--- src/rtl/peak_stimulus_gen_pkg.sv ---
// Shared constants for the peak stimulus generator: FSM encoding,
// counter width and the table index-width helper.
package peak_stimulus_gen_pkg;

  typedef enum logic [1:0] {
    ST_IDLE = 2'd0,
    ST_RISE = 2'd1,
    ST_FALL = 2'd2
  } gen_state_e;

  localparam int PEAK_COUNT_BITS = 8;

  // Index width for an N-entry table, never narrower than one bit.
  function automatic int idx_bits(input int n);
    return (n > 1) ? $clog2(n) : 1;
  endfunction

endpackage

--- src/rtl/peak_stimulus_gen_table_regs.sv ---
// Peak-height table: one synchronous write port, one combinational read port,
// every entry cleared by reset.
module peak_table_regs
  import peak_stimulus_gen_pkg::*;
#(
  parameter int DATA_BITS   = 16,
  parameter int NUM_ENTRIES = 4,
  localparam int AW = idx_bits(NUM_ENTRIES)
) (
  input  logic                 clk,
  input  logic                 rst,
  input  logic                 we,
  input  logic [AW-1:0]        waddr,
  input  logic [DATA_BITS-1:0] wdata,
  input  logic [AW-1:0]        raddr,
  output logic [DATA_BITS-1:0] rdata
);

  logic [DATA_BITS-1:0] mem_q [NUM_ENTRIES];
  logic [DATA_BITS-1:0] mem_d [NUM_ENTRIES];

  generate
    for (genvar gi = 0; gi < NUM_ENTRIES; gi++) begin : g_entry
      assign mem_d[gi] = (we && (waddr == AW'(gi))) ? wdata : mem_q[gi];

      always_ff @(posedge clk or posedge rst) begin
        if (rst) begin
          mem_q[gi] <= '0;
        end else begin
          mem_q[gi] <= mem_d[gi];
        end
      end
    end
  endgenerate

  assign rdata = mem_q[raddr];

endmodule

--- src/rtl/peak_stimulus_gen.sv ---
// Ramp-up / ramp-down stimulus generator that climbs from a floor to each
// programmed peak height in turn, then descends back to the floor.
module peak_stimulus_gen
  import peak_stimulus_gen_pkg::*;
#(
  parameter int DATA_OUT_BITS = 16,
  parameter int NUM_PEAKS     = 4,
  localparam int IDX_BITS = idx_bits(NUM_PEAKS)
) (
  input  logic                       clk,
  input  logic                       reset,
  input  logic                       start,
  input  logic                       stop,
  input  logic                       enable,
  input  logic [DATA_OUT_BITS-1:0]   step,
  input  logic [DATA_OUT_BITS-1:0]   floor_value,
  input  logic                       load,
  input  logic [IDX_BITS-1:0]        load_addr,
  input  logic [DATA_OUT_BITS-1:0]   load_value,
  output logic [DATA_OUT_BITS-1:0]   output_data,
  output logic                       peak_flag,
  output logic [PEAK_COUNT_BITS-1:0] peak_count,
  output logic                       busy
);

  localparam int W = DATA_OUT_BITS;
  localparam logic [W-1:0] STEP_MIN = W'(1);

  gen_state_e                 state_q, state_d;
  logic [W-1:0]               out_q, out_d;
  logic                       flag_q, flag_d;
  logic [PEAK_COUNT_BITS-1:0] count_q, count_d;
  logic [IDX_BITS-1:0]        idx_q, idx_d;
  logic [W-1:0]               step_q, step_d;
  logic [W-1:0]               floor_q, floor_d;
  logic                       pend_q, pend_d;
  logic                       busy_q, busy_d;

  logic [W-1:0] peak_val;
  logic [W:0]   rise_sum;
  logic [W:0]   fall_thr;

  peak_table_regs #(
    .DATA_BITS   (W),
    .NUM_ENTRIES (NUM_PEAKS)
  ) u_table (
    .clk   (clk),
    .rst   (reset),
    .we    (load),
    .waddr (load_addr),
    .wdata (load_value),
    .raddr (idx_q),
    .rdata (peak_val)
  );

  // One extra bit so a ramp near full scale clamps to the peak instead of wrapping.
  assign rise_sum = {1'b0, out_q} + {1'b0, step_q};
  assign fall_thr = {1'b0, floor_q} + {1'b0, step_q};

  always_comb begin
    state_d = state_q;
    out_d   = out_q;
    flag_d  = 1'b0;
    count_d = count_q;
    idx_d   = idx_q;
    step_d  = step_q;
    floor_d = floor_q;
    pend_d  = pend_q;

    case (state_q)
      ST_IDLE: begin
        if (start) begin
          step_d  = (step == '0) ? STEP_MIN : step;
          floor_d = floor_value;
          idx_d   = '0;
          out_d   = floor_value;
          state_d = ST_RISE;
        end
      end

      ST_RISE: begin
        if (stop) begin
          pend_d = 1'b1;
        end
        if (enable) begin
          if (peak_val <= floor_q) begin
            // An entry at or below the floor can never form a strict peak.
            idx_d = idx_q + 1'b1;
          end else if (rise_sum >= {1'b0, peak_val}) begin
            out_d   = peak_val;
            flag_d  = 1'b1;
            count_d = count_q + 1'b1;
            state_d = ST_FALL;
          end else begin
            out_d = rise_sum[W-1:0];
          end
        end
      end

      ST_FALL: begin
        if (stop) begin
          pend_d = 1'b1;
        end
        if (enable) begin
          if ({1'b0, out_q} < fall_thr) begin
            out_d = floor_q;
            idx_d = idx_q + 1'b1;
            if (pend_q || stop) begin
              state_d = ST_IDLE;
              pend_d  = 1'b0;
            end else begin
              state_d = ST_RISE;
            end
          end else begin
            out_d = out_q - step_q;
          end
        end
      end

      default: begin
        state_d = ST_IDLE;
        pend_d  = 1'b0;
      end
    endcase

    busy_d = (state_d != ST_IDLE);
  end

  always_ff @(posedge clk or posedge reset) begin
    if (reset) begin
      state_q <= ST_IDLE;
      out_q   <= '0;
      flag_q  <= 1'b0;
      count_q <= '0;
      idx_q   <= '0;
      step_q  <= '0;
      floor_q <= '0;
      pend_q  <= 1'b0;
      busy_q  <= 1'b0;
    end else begin
      state_q <= state_d;
      out_q   <= out_d;
      flag_q  <= flag_d;
      count_q <= count_d;
      idx_q   <= idx_d;
      step_q  <= step_d;
      floor_q <= floor_d;
      pend_q  <= pend_d;
      busy_q  <= busy_d;
    end
  end

  assign output_data = out_q;
  assign peak_flag   = flag_q;
  assign peak_count  = count_q;
  assign busy        = busy_q;

endmodule

--- config.mk ---
export PLATFORM = sky130hd
export DESIGN_NAME = peak_stimulus_gen
export DESIGN_NICKNAME = d
export VERILOG_FILES = /design/src/rtl/peak_stimulus_gen_pkg.sv /design/src/rtl/peak_stimulus_gen_table_regs.sv /design/src/rtl/peak_stimulus_gen.sv
export SDC_FILE = /design/constraint.sdc
export NUM_CORES = 1
export LEC_CHECK = 0
export ABC_AREA = 1
export ABC_CLOCK_PERIOD_IN_PS = 5650
export CORE_ASPECT_RATIO = 0.9
export CORE_MARGIN = 2
export CORE_UTILIZATION = 40
export DETAILED_ROUTE_END_ITERATION = 7
export GPL_TIMING_DRIVEN = 0
export SLEW_MARGIN = 40
export SYNTH_ARGS = -nofsm -noshare
export SYNTH_HDL_FRONTEND = slang
export SYNTH_SLANG_ARGS = --single-unit
--- constraint.sdc ---
create_clock -name clk -period 5.65 [get_ports clk]
set_input_delay 1.13 -clock clk [delete_from_list [all_inputs] [get_ports clk]]
set_output_delay 1.13 -clock clk [all_outputs]
set_load 0.005 [all_outputs]
==> impl_metrics.toml <==
[route]
drc = 0
routed_wl_um = 30180
ant_nets = 0
drt_iter0_drc = 770
vias_per_cell = 5.145
dr_total_vias = 9178
dr.pass1.iters = 5
wl_per_cell_um = 16.92

[timing]
final_hold_viol_count = 0
setup_violations = 0
skew_ps = 11.96
slew_viol_final = 0
worstMarginPinSlew_ps = 863.0
min_period_ps = 4522
relSlewSlack_pct = 41.94
rsz0062_at_grt = "no"
fmax_ghz = 0.2211
min_period_over_period_pct = 80.04

[cts]
ctsLongestPathBuffers = 2
htree_levels = 4
ctsHoldBuffers = 0
cts_resized = 0
cts-root-buf = "clkbuf_16"
cts_buffers = 17
worstSkewPairLatency_ps = 430
clk_pin_slew_ps = 60
clock_sinks = 127
cts_tree = "done"
post_cts_buffers = 0

[yosys]
synth_top_area_cell = "dfrtp_1"
syn_nets = 1492
synth-edff-count = 0
syn_avg_cell_area_um2 = 7.469
synthFlopType = "dfrtp_1"
syn_area_um2 = 9963
ys_seq_area_share_pct = 31.90
yosys_warnings = 0
async_flop_share_pct = 100.0
synth.distinct_cells = 54
syn_inst = 1334
synth_area_leaders = "dfrtp_1, nand2_1, ha_1"
synth_top_area_share_pct = 31.90
synth-seq-cells = 127

[worst_setup_path]
slowest_delay_ps = 720
start_kind = "register"
path_buf_inv = 4
cp_slowest_cell = "nor4_1"
endpoint_kind = "register"
cp.arrival_ps = 4850
cp_top_family = "simple AND/OR/NAND/NOR gates"
cp_data_required_time_ps = 5980
cp_max_fo = 10
worstSetupPathType = "register to register"
cp_common_cell = "nand2_1"

[finish]
area_delta_synth_final_pct = 18.64
n_antenna_cell = 0
final_common_cell = "nand2_1"
nets = 1593
final_util_pct = 48.46
layout_common_cells = "nand2_1, inv_1, dfrtp_1"
drive_above_1_share_pct = 8.356

[grt]
grt_max_degree = 77
grt_pass1_vias = 8827
grt_pass1_wl_um = 48670
track_usage_pct = 24.11
antenna_found_initial = 0
gr-total-overflow = 0

[outcome]
status = "finished, final reports clean"

[placed_design]
port_buffers = 81
place.gp.congestion = 0.9394
hpwlAfterDp_um = 23910

[floorplan]
die_w_um = 170.4
core_area_um2 = 24390
die_area_um2 = 26190
rows = 54
start_util_pct = 40.85
die_h_um = 153.7
pin_count = 82

[flow_run]
cap_violations = 0

[hold_path]
min_path_type = "register to register"
per-stage QoR:
stage	setup slack [ps]	instance area (um2)	std cells	setup TNS (ps)	hold WS, ps
6_report	1128	11820	1784	0	471.5
5_1_grt	819.9	11820	1784	0	505.7
4_1_cts	1283	11820	1784	0	476.3
3_5_place_dp	1331	11230	1752	0	464.1
3_3_place_gp	-1060	11190	1751	-132820	455.2
2_1_floorplan	1136	9963	1334	0	441.8
logic make-up after synthesis:
logic type,share of synthesized area (%)
DFF,31.90
and+or+nand+nor,26.70
xor gates and xnor gates,3.428
buffers and inverters,9.632
adders and majority gates,13.04
AOI/OAI and AO/OA,13.73
muxes,1.582
flip-flops by register name, indices dropped and copies added (netlist names):
signal,flops
busy,1
state_q,2
pend_q,1
peak_flag,1
idx_q,2
step_q,16
floor_q,16
u_table.mem_q,64
output_data,16
peak_count,8
metal layers:
metal | vias up | track usage, % | part of all wire, %
li1 | 4590 | - | -
met1 | 4298 | 36.88 | 51
met2 | 254 | 35.21 | 42
met3 | 36 | 3.629 | 5.9
met4 | 0 | 6.227 | 1.7
met5 | - | 0 | 0
worst paths after layout:
| check | to | slack, ps | depth (start not counted) | from |
|---|---|---|---|---|
| worst max register to register | output_data[12]$_DFFE_PP0P_ | 1130 | 27 | step_q[1]$_DFFE_PP0P_ |
| worst max-delay path | output_data[12]$_DFFE_PP0P_ | 1130 | 27 | step_q[1]$_DFFE_PP0P_ |
| worst min register to register | peak_count[7]$_DFFE_PP0P_ | 470 | 1 | peak_count[7]$_DFFE_PP0P_ |
| max in group asynchronous | state_q[1]$_DFF_PP0_ | 3830 | 3 | reset |
| min in group asynchronous | u_table.mem_q[17]$_DFFE_PP0P_ | 1100 | 2 | reset |
| worst min-delay path | peak_count[7]$_DFFE_PP0P_ | 470 | 1 | peak_count[7]$_DFFE_PP0P_ |
synth_stat cells, types with 4 or more instances:
cell	number
ha_1	99
inv_1	162
nor3_1	10
a32oi_1	16
a21oi_2	5
nor2_1	62
clkbuf_1	27
a21oi_1	95
buf_2	8
nor4_1	5
a31oi_1	5
nand2_1	351
mux2_2	14
nor2_4	4
nand3_1	91
buf_4	4
clkbuf_8	6
nand2_2	15
o21ai_0	109
dfrtp_1	127
nand3_2	7
nand3b_1	6
xor2_1	28
nand4_1	17
xnor2_1	11
layout make-up:
class	instances	area [um2]
Clock inverter	11	130.1
Multi-Input combinational cell	987	5826
Tap cell	336	420.4
Inverter	168	638.1
Timing Repair Buffer	82	838.3
Buffer	52	329.1
Fill cell	2470	12570
Clock buffer	21	460.4
Sequential cell	127	3178
Power is left out: the tool's default activity adds up to more than one toggle a clock period on the data nets, which glitch-free logic cannot reach.
